### config.mk
export PLATFORM = sky130hd
export DESIGN_NAME = ssd_keypad_entry_flat
export DESIGN_NICKNAME = d
export VERILOG_FILES = /design/src/rtl/ssd_pkg.sv /design/src/rtl/ssd_keypad_entry_if.sv /design/src/rtl/ssd_scan.sv /design/src/rtl/ssd_keypad_entry.sv /design/src/flat_wrapper.sv
export SDC_FILE = /design/constraint.sdc
export NUM_CORES = 1
export LEC_CHECK = 0
export BUFFER_PORTS_ARGS = -buffer_cell sky130_fd_sc_hd__buf_2
export CAP_MARGIN = 20
export CORE_MARGIN = 8
export CORE_UTILIZATION = 55
export CTS_CLUSTER_DIAMETER = 40
export DETAILED_ROUTE_END_ITERATION = 8
export GPL_TIMING_DRIVEN = 0
export HOLD_SLACK_MARGIN = 0.03
export PLACE_DENSITY = 0.76
export SLEW_MARGIN = 30
export SYNTH_ARGS = -nofsm -noshare
export SYNTH_HDL_FRONTEND = slang
export SYNTH_SLANG_ARGS = --single-unit
### constraint.sdc
create_clock -name clk -period 5.8 [get_ports clk]
set_input_delay 1.16 -clock clk [delete_from_list [all_inputs] [get_ports clk]]
set_output_delay 1.16 -clock clk [all_outputs]
set_load 0.1 [all_outputs]
### src/rtl/ssd_pkg.sv
// Shared types and the hex-to-7-segment decode for the keypad entry display.
// Segment order is {g,f,e,d,c,b,a}, active-high.
package ssd_pkg;

  typedef logic [6:0] seg7_t;

  typedef enum logic {
    MODE_SHIFT  = 1'b0,
    MODE_CURSOR = 1'b1
  } entry_mode_e;

  typedef enum logic [1:0] {
    IDLE,
    PRESS_WAIT,
    HELD,
    RELEASE_WAIT
  } qual_state_e;

  localparam seg7_t SEG_BLANK = 7'h00;

  function automatic seg7_t hex_to_seg(input logic [3:0] hex);
    seg7_t s;
    case (hex)
      4'h0: s = 7'h3F;
      4'h1: s = 7'h06;
      4'h2: s = 7'h5B;
      4'h3: s = 7'h4F;
      4'h4: s = 7'h66;
      4'h5: s = 7'h6D;
      4'h6: s = 7'h7D;
      4'h7: s = 7'h07;
      4'h8: s = 7'h7F;
      4'h9: s = 7'h6F;
      4'hA: s = 7'h77;
      4'hB: s = 7'h7C;
      4'hC: s = 7'h39;
      4'hD: s = 7'h5E;
      4'hE: s = 7'h79;
      default: s = 7'h71;
    endcase
    return s;
  endfunction

endpackage

### src/rtl/ssd_keypad_entry_if.sv
// Keypad-side inputs and display-side outputs of the keypad entry controller.
// master = decoder/board side, slave = controller.
interface ssd_keypad_entry_if #(
  parameter int NUM_DIGITS = 2
);
  import ssd_pkg::*;

  localparam int CW = $clog2(NUM_DIGITS);

  logic                  key_pressed;
  logic [3:0]            key_code;
  logic                  mode;
  logic                  clr;
  seg7_t                 seg;
  logic [NUM_DIGITS-1:0] digit_en;
  logic                  chip_sel;
  logic                  key_stb;
  logic [CW-1:0]         cursor;

  modport master (
    output key_pressed, key_code, mode, clr,
    input  seg, digit_en, chip_sel, key_stb, cursor
  );

  modport slave (
    input  key_pressed, key_code, mode, clr,
    output seg, digit_en, chip_sel, key_stb, cursor
  );

endinterface

### src/rtl/ssd_scan.sv
// Time-multiplexes the digit buffer onto one 7-segment bus; REFRESH_DIV cycles per digit.
// digit_en/seg/chip_sel share one register stage; SSD_BLANK_UNUSED_EN darkens unwritten digits.
module ssd_scan
  import ssd_pkg::*;
#(
  parameter int NUM_DIGITS  = 2,
  parameter int REFRESH_DIV = 125_000
) (
  input  logic                        clk,
  input  logic                        rst_n,
  input  logic [NUM_DIGITS-1:0][3:0]  digits,
  input  logic [NUM_DIGITS-1:0]       valid,
  output seg7_t                       seg,
  output logic [NUM_DIGITS-1:0]       digit_en,
  output logic                        chip_sel
);

  localparam int DW = (REFRESH_DIV > 1) ? $clog2(REFRESH_DIV) : 1;
  localparam int IW = $clog2(NUM_DIGITS);

`ifdef SSD_BLANK_UNUSED_EN
  localparam seg7_t SEG_RST = SEG_BLANK;
`else
  localparam seg7_t SEG_RST = 7'h3F;
  logic unused_valid;
  assign unused_valid = ^valid;
`endif

  logic [DW-1:0] div;
  logic [IW-1:0] idx, idx_nxt;
  logic          term;
  seg7_t         seg_nxt;

  // All outputs derive from idx_nxt so enable and segments switch on the same edge.
  always_comb begin
    term    = (div == DW'(REFRESH_DIV - 1));
    idx_nxt = idx;
    if (term) idx_nxt = (idx == IW'(NUM_DIGITS - 1)) ? '0 : idx + 1'b1;
    seg_nxt = hex_to_seg(digits[idx_nxt]);
`ifdef SSD_BLANK_UNUSED_EN
    if (!valid[idx_nxt]) seg_nxt = SEG_BLANK;
`endif
  end

  always_ff @(posedge clk) begin
    if (!rst_n) begin
      div      <= '0;
      idx      <= '0;
      digit_en <= NUM_DIGITS'(1);
      seg      <= SEG_RST;
      chip_sel <= 1'b0;
    end else begin
      div      <= term ? '0 : div + 1'b1;
      idx      <= idx_nxt;
      digit_en <= NUM_DIGITS'(1) << idx_nxt;
      seg      <= seg_nxt;
      chip_sel <= idx_nxt[0];
    end
  end

endmodule

### src/rtl/ssd_keypad_entry.sv
// Debounces keypad presses into an N-digit buffer (shift or cursor entry) and scans it out.
// key_stb fires STABLE_CYCLES cycles after press onset; SSD_BLANK_UNUSED_EN blanks unwritten digits.
module ssd_keypad_entry
  import ssd_pkg::*;
#(
  parameter int NUM_DIGITS    = 2,
  parameter int REFRESH_DIV   = 125_000,
  parameter int STABLE_CYCLES = 1_250_000
) (
  input logic               clk,
  input logic               rst_n,
  ssd_keypad_entry_if.slave bus
);

  localparam int CW = $clog2(NUM_DIGITS);
  localparam int SW = $clog2(STABLE_CYCLES + 1);

  qual_state_e                state, state_nxt;
  logic [SW-1:0]              cnt, cnt_nxt;
  logic [3:0]                 code_q, code_nxt;
  logic                       armed, armed_nxt;
  logic                       accept, stable_done, key_stb_q;
  logic [NUM_DIGITS-1:0][3:0] digits;
  logic [NUM_DIGITS-1:0]      valid;
  logic [CW-1:0]              cursor;
  entry_mode_e                mode_q, cur_mode;

  assign cur_mode    = entry_mode_e'(bus.mode);
  assign stable_done = (cnt >= SW'(STABLE_CYCLES - 1));

  // armed stays low after reset until the key has been seen released long enough,
  // so a press still held across reset is never accepted.
  always_comb begin
    state_nxt = state;
    cnt_nxt   = cnt;
    code_nxt  = code_q;
    armed_nxt = armed;
    accept    = 1'b0;
    case (state)
      IDLE: begin
        if (!armed) begin
          if (bus.key_pressed) cnt_nxt = '0;
          else if (stable_done) begin
            armed_nxt = 1'b1;
            cnt_nxt   = '0;
          end else cnt_nxt = cnt + 1'b1;
        end else if (bus.key_pressed) begin
          state_nxt = PRESS_WAIT;
          code_nxt  = bus.key_code;
          cnt_nxt   = SW'(1);
        end
      end
      PRESS_WAIT: begin
        if (!bus.key_pressed) begin
          state_nxt = IDLE;
          cnt_nxt   = '0;
        end else if (bus.key_code != code_q) begin
          code_nxt = bus.key_code;
          cnt_nxt  = SW'(1);
        end else if (stable_done) begin
          state_nxt = HELD;
          cnt_nxt   = '0;
          accept    = 1'b1;
        end else cnt_nxt = cnt + 1'b1;
      end
      HELD: begin
        if (!bus.key_pressed) begin
          state_nxt = RELEASE_WAIT;
          cnt_nxt   = SW'(1);
        end
      end
      RELEASE_WAIT: begin
        if (bus.key_pressed) begin
          state_nxt = HELD;
          cnt_nxt   = '0;
        end else if (stable_done) begin
          state_nxt = IDLE;
          cnt_nxt   = '0;
        end else cnt_nxt = cnt + 1'b1;
      end
      default: state_nxt = IDLE;
    endcase
  end

  always_ff @(posedge clk) begin
    if (!rst_n) begin
      state     <= IDLE;
      cnt       <= '0;
      code_q    <= '0;
      armed     <= 1'b0;
      key_stb_q <= 1'b0;
    end else begin
      state     <= state_nxt;
      cnt       <= cnt_nxt;
      code_q    <= code_nxt;
      armed     <= armed_nxt;
      key_stb_q <= accept;
    end
  end

  // clr outranks a same-cycle accept; the strobe still fires from the qualifier.
  always_ff @(posedge clk) begin
    if (!rst_n) begin
      digits <= '0;
      valid  <= '0;
      cursor <= '0;
      mode_q <= MODE_SHIFT;
    end else begin
      mode_q <= cur_mode;
      if (bus.clr) begin
        digits <= '0;
        valid  <= '0;
        cursor <= '0;
      end else begin
        if (accept) begin
          if (cur_mode == MODE_CURSOR) begin
            digits[cursor] <= code_q;
            valid[cursor]  <= 1'b1;
          end else begin
            digits <= {digits[NUM_DIGITS-2:0], code_q};
            valid  <= {valid[NUM_DIGITS-2:0], 1'b1};
          end
        end
        if (cur_mode != mode_q) cursor <= '0;
        else if (accept && cur_mode == MODE_CURSOR)
          cursor <= (cursor == CW'(NUM_DIGITS - 1)) ? '0 : cursor + 1'b1;
      end
    end
  end

  assign bus.key_stb = key_stb_q;
  assign bus.cursor  = cursor;

  ssd_scan #(
    .NUM_DIGITS  (NUM_DIGITS),
    .REFRESH_DIV (REFRESH_DIV)
  ) u_scan (
    .clk      (clk),
    .rst_n    (rst_n),
    .digits   (digits),
    .valid    (valid),
    .seg      (bus.seg),
    .digit_en (bus.digit_en),
    .chip_sel (bus.chip_sel)
  );

endmodule

### src/flat_wrapper.sv
// flat-port wrapper written by rule: the top's interface ports become plain ports
module ssd_keypad_entry_flat import ssd_pkg::*;
#(
  parameter int NUM_DIGITS    = 2,
  parameter int REFRESH_DIV   = 125_000,
  parameter int STABLE_CYCLES = 1_250_000
)
  (clk, rst_n, bus_key_pressed, bus_key_code, bus_mode, bus_clr, bus_seg, bus_digit_en, bus_chip_sel, bus_key_stb, bus_cursor);
  ssd_keypad_entry_if #(.NUM_DIGITS(NUM_DIGITS)) bus_i ();
  input logic clk;
  input logic rst_n;
  input wire logic [$bits(bus_i.key_pressed)-1:0] bus_key_pressed;
  input wire logic [$bits(bus_i.key_code)-1:0] bus_key_code;
  input wire logic [$bits(bus_i.mode)-1:0] bus_mode;
  input wire logic [$bits(bus_i.clr)-1:0] bus_clr;
  output wire logic [$bits(bus_i.seg)-1:0] bus_seg;
  output wire logic [$bits(bus_i.digit_en)-1:0] bus_digit_en;
  output wire logic [$bits(bus_i.chip_sel)-1:0] bus_chip_sel;
  output wire logic [$bits(bus_i.key_stb)-1:0] bus_key_stb;
  output wire logic [$bits(bus_i.cursor)-1:0] bus_cursor;
  assign bus_i.key_pressed = bus_key_pressed;
  assign bus_i.key_code = bus_key_code;
  assign bus_i.mode = bus_mode;
  assign bus_i.clr = bus_clr;
  assign bus_seg = bus_i.seg;
  assign bus_digit_en = bus_i.digit_en;
  assign bus_chip_sel = bus_i.chip_sel;
  assign bus_key_stb = bus_i.key_stb;
  assign bus_cursor = bus_i.cursor;
  ssd_keypad_entry #(.NUM_DIGITS(NUM_DIGITS), .REFRESH_DIV(REFRESH_DIV), .STABLE_CYCLES(STABLE_CYCLES)) u_core (.clk(clk), .rst_n(rst_n), .bus(bus_i));
endmodule
After elaboration in Yosys (flattened, before gate mapping) --
Memories as Yosys holds them, arrays and structs flattened. A register that Yosys moved wholly into a read port is not among the register bits. Index checks and enable logic that the tools add are counted. W data, S select, Z words.
Operators by class: reductions and logical operators 11, bitwise gates (word level) 1, shifts and indexed selects 1, magnitude comparators 4, equality and inequality tests 15, add/sub/neg operators 4, multiplexer cells 37
Operators by type and width (number):
- $mux W21 | 7
- $pmux W21 S4 | 1
- $mux W4 | 7
- $add A21 B1 Y21 const B | 1
- $ge A21 B21 Y1 const B | 1
- $add A17 B1 Y17 const B | 1
- $eq A17 B17 Y1 const B | 1
- $mux W2 | 8
- $mux W1 | 9
- $bwmux W8 | 1
- $mux W8 | 1
- $pmux W2 S4 | 1
- $pmux W4 S2 | 1
- $ne A2 B2 Y1 const B | 3
- $ne A3 B2 Y1 const B | 2
- $ne A3 B3 Y1 const B | 2
- $reduce_and A6 Y1 | 1
- $reduce_and A5 Y1 | 1
- $demux W4 S1 | 1
- $eq A2 B2 Y1 const B | 2
- $lt A1 B2 Y1 const B | 2
- $ne A2 B1 Y1 const B | 2
- $ne A4 B4 Y1 | 1
- $reduce_or A2 Y1 | 2
- 12 further kinds | 14
Word-level totals: flip-flop bits (word level) 59, memory bits (read-only) 112, output and inout port bits 12, memories kept 1
Memory list:
- (no name shown) | depth 16, bits a word 7, rd ports 1, clocked after Yosys merged registers in 1, wr ports 0, RTL line ssd_pkg.sv:23 | case (hex)

Longest topological paths before layout --
depth after elaboration 6, mapped depth 12, mapped depth without buffers 11

Hierarchy --
From an unflattened synthesis, not the netlist that was laid out.
Unflattened totals: cell total of the unflattened synthesis 448, area total of the unflattened synthesis 3676.0 um2
By module, submodules not included:
- ssd_keypad_entry | area an instance 2079.5 um2, sequential area each 820.8 um2, cells each 248, times used 1
- ssd_scan | area an instance 1596.5 um2, sequential area each 520.5 um2, cells each 200, times used 1

Least setup slack after synthesis --
OpenSTA, ideal clock, no wires.
path type flip-flop to flip-flop, start point register u_core.u_scan.idx, end point register u_core.u_scan.seg[5], stages on the path, launching flop included 10, slack 3068 ps, setup time 74 ps, path buffers 1, arrival time 2658 ps, cell sequence dfxtp_1 > xor2_1 > buf_4 > mux2i_1 > inv_1 > ha_1 > inv_1 > nor3_1 > a21o_1 > a31oi_1
On the way: cells in the longest elaborated chain, start to end 5
RTL lines:
- start, declared | RTL line ssd_scan.sv:30 | logic [IW-1:0] idx, idx_nxt;
- start signal, assigned | RTL line ssd_scan.sv:54 | idx <= idx_nxt;
- $add A1 B1 Y1 | RTL line ssd_scan.sv:38 | if (term) idx_nxt = (idx == IW'(NUM_DIGITS - 1)) ? '0 : idx + 1'b1;
- $mux W1 | RTL line ssd_scan.sv:38
- $mux W1 (*) | RTL line ssd_scan.sv:38
- $mux W4 (not written as such) (*) (2 in series) | RTL line ssd_scan.sv:39 | seg_nxt = hex_to_seg(digits[idx_nxt]);
- end, declared | RTL line ssd_scan.sv:13 | output seg7_t seg,
Mark *: on every way between the ends. The rest lies on a longest branch, timed or not. The select of a mux whose other input is x is not followed. A chain may end at the register's enable or synchronous reset.

Final worst setup path --
start point register u_core.u_scan.div[0], end point register u_core.u_scan.seg[6]
On the way: cells in the longest elaborated chain, start to end 4
RTL lines:
- start, declared | RTL line ssd_scan.sv:29 | logic [DW-1:0] div;
- start signal, assigned | RTL line ssd_scan.sv:53 | div <= term ? '0 : div + 1'b1;
- $eq A17 B17 Y1 | RTL line ssd_scan.sv:36 | term = (div == DW'(REFRESH_DIV - 1));
- $mux W1 | RTL line ssd_scan.sv:38
- $mux W4 (not written as such) (2 in series) | RTL line ssd_scan.sv:39
No other way between the ends. The select of a mux whose other input is x is not followed.

==> results.yml <==
min_path:
  hold_class: "reg2reg"
  hold_start: "u_core.u_scan.div[0]"
  min_path_cells: 1
clock_tree:
  clkTransAtPathRegs_ns: 0.07
  post_cts_resized: 0
  cts_buffers: 9
  htreeDepth: 3
  cts_tree: "built"
  clock_latency_ns: 0.33
  post_cts_buffers: 0
  holdBufCountCts: 0
  clockBufferDepth: 2
  root_buffer: "clkbuf_8"
  clock-sinks: 65
run:
  maxCapViolCount: 0
final_layout:
  ff_latch_area_um2: 1300
  final_common_cell: "dfxtp_1"
  n_antenna_cell: 0
  final_util: 0.638
  layout_common_cells: "dfxtp_1, nor2_1, xor2_1"
  fin_nets: 427
  n_fill_cell: 519
  finalNonFillerCells: 489
  multiInputGateArea_um2: 1970
  drive_above_1_share: 0.140
  stdcell_area_um2: 3800
  synthToLayoutAreaGrowth_pct: 11.7
pwr:
  leakage_nw: 1.39
  power_density_nw_per_um2: 230
  power_mw: 0.875
  ir_worst_vdd_uv: 150
sta:
  whs_ns: 0.464
  setup_ws_ns: 2.79
  drv_slew: 0
  finalCritPeriodShare: 0.518
  setup_tns_ns: 0
  max_freq_mhz: 333
  tightest_slew_ns: 0.626
  relSlewSlack: 0.582
  setup_viol_count_final: 0
  finalHoldViolCount: 0
  rsz0062_at_grt: "no"
  finalClockSkew_ns: 0.00839
  fin_crit_ns: 3.01
grt:
  grt_use_total: 0.164
  grt_max_degree: 11
  grt_pass1_vias: 2595
  grt-ovfl-total: 0
  grt_pass1_wl_mm: 11.8
  antenna_found_initial: 0
setup_path:
  startpoint: "u_core.u_scan.div[0]"
  setup.worst_path.end: "u_core.u_scan.seg[6]"
  r2r-end: "u_core.u_scan.seg[6]"
  rrSetupSlack_ns: 2.79
  worstPathRequired_ns: 6.08
  worstSetupPathType: "reg2reg"
  cp_max_fo: 10
  startpoint_type: "flop"
  end_kind: "flop"
  worstReg2RegStart: "u_core.u_scan.div[0]"
  worstPathArrival_ns: 3.28
  reg2regPathDepth: 12
floorplanning:
  coreArea_um2: 5960
  start_util: 0.571
  die_area_um2: 8960
  die_w_um: 94.6
  rows: 28
  die_h_um: 94.6
  ios: 21
logic_synthesis:
  synth-edff-count: 0
  async_flop_share: 0
  postSynthCellCount: 379
  synthTopCellsByArea: "dfxtp_1, xor2_1, mux2i_1, nor2_1, nor3_1"
  postSynthAreaPerCell_um2: 8.97
  ys_ff_latch: 65
  ys_warn_count: 0
  yosysTopAreaCellShare: 0.383
  synth-seq-area-share: 0.383
  synth_fp_nets: 397
  synth.distinct_cells: 57
  synth-main-ff-cell: "dfxtp_1"
  synth_top_area_cell: "dfxtp_1"
  synth_area_um2: 3400
routing:
  ant_nets: 0
  dr.pass1.iters: 4
  drtIter0Drc: 103
  avgRoutedWirePerCell_um: 13.8
  dr_total_vias: 2751
  drc: 0
  viasPerCell: 5.63
  wl_mm: 6.73
placement:
  gp_congestion: 0.844
  io_buffers: 19
  dp_cells: 473
  place_area_um2: 3590
  dp_hpwl_mm: 4.95
  dp_worst_setup_slack_ns: 2.80
outcome:
  status: "finished clean"
## where the power goes
group,total [mW],internal (mW),switching [mW]
sequential,0.452,0.449,0.00307
combinational,0.0296,0.00951,0.0201
clock,0.393,0.234,0.160
total,0.875,0.692,0.183
## worst max-delay path, cell delays in order, from the launching register on
cell and delay, ns:
dfxtp_1 0.37, ha_1 0.27, and4_1 0.23, nand4_2 0.18, xor2_1 0.30, buf_4 0.25
mux2i_1 0.42, inv_1 0.15, ha_1 0.23, inv_1 0.10, nor3_1 0.08, a211oi_1 0.21
o21a_1 0.14
## cell type report
class                      count  share of cell area
sequential                    65               0.343
inverter                      15              0.0148
tap                           75              0.0247
clock inverter                 2             0.00923
clock buffer                  14              0.0455
timing repair buffer          19              0.0250
buffer                        16              0.0198
multi-input combinational    283               0.518
## layer usage
metal | vias up | share of wire | track usage
met5 | - | 0 | 0
li1 | 1400 | - | -
met3 | 14 | 0.031 | 0.0365
met1 | 1293 | 0.48 | 0.203
met4 | 0 | 0.020 | 0.0897
met2 | 44 | 0.47 | 0.260
## worst min-delay path by stage
stage / end / slack (ns)
4_1_cts: u_core.u_scan.div[0] / 0.47
6_report: u_core.u_scan.div[0] / 0.46
5_1_grt: u_core.u_scan.div[0] / 0.49
3_5_place_dp: u_core.u_scan.div[0] / 0.45
2_1_floorplan: u_core.u_scan.div[0] / 0.43
3_3_place_gp: u_core.u_scan.div[0] / 0.44
## synth_stat cells (4+ instances only)
| cell | number |
|---|---|
| inv_1 | 15 |
| nand3_1 | 17 |
| and4_1 | 4 |
| nor3_1 | 27 |
| nand2_1 | 26 |
| o21ai_0 | 7 |
| nand4_1 | 7 |
| or3_1 | 4 |
| nor4_1 | 4 |
| a31oi_1 | 4 |
| nor2b_1 | 5 |
| clkbuf_1 | 8 |
| nor2_1 | 41 |
| a21oi_1 | 10 |
| xnor2_1 | 12 |
| ha_1 | 9 |
| nand2b_1 | 6 |
| and3_1 | 5 |
| xor2_1 | 28 |
| mux2i_1 | 19 |
| dfxtp_1 | 65 |
## flip-flops by register name, summed over array words and instances, names as in the netlist, named ones only
register and cells:
u_core.u_scan.div 17, u_core.u_scan.seg 7, u_core.code_q 4, u_core.bus.cursor 1, u_core.cnt 21, u_core.u_scan.idx 1
u_core.digits 8, u_core.state 1, u_core.u_scan.digit_en 1, u_core.mode_q 1, u_core.bus.key_stb 1, u_core.armed 1
## cell families after synthesis
group / count (synthesis) / share of synthesized area
AND/OR/NAND/NOR: 165 / 0.267
flip-flops: 65 / 0.383
AO/OA/AOI/OAI: 48 / 0.112
XOR/XNOR: 40 / 0.103
multiplexers: 21 / 0.0633
buffers and inverters: 31 / 0.0386
adder cells (fa/ha/maj): 9 / 0.0331
Note: power is estimated with default switching activity, not from simulation.
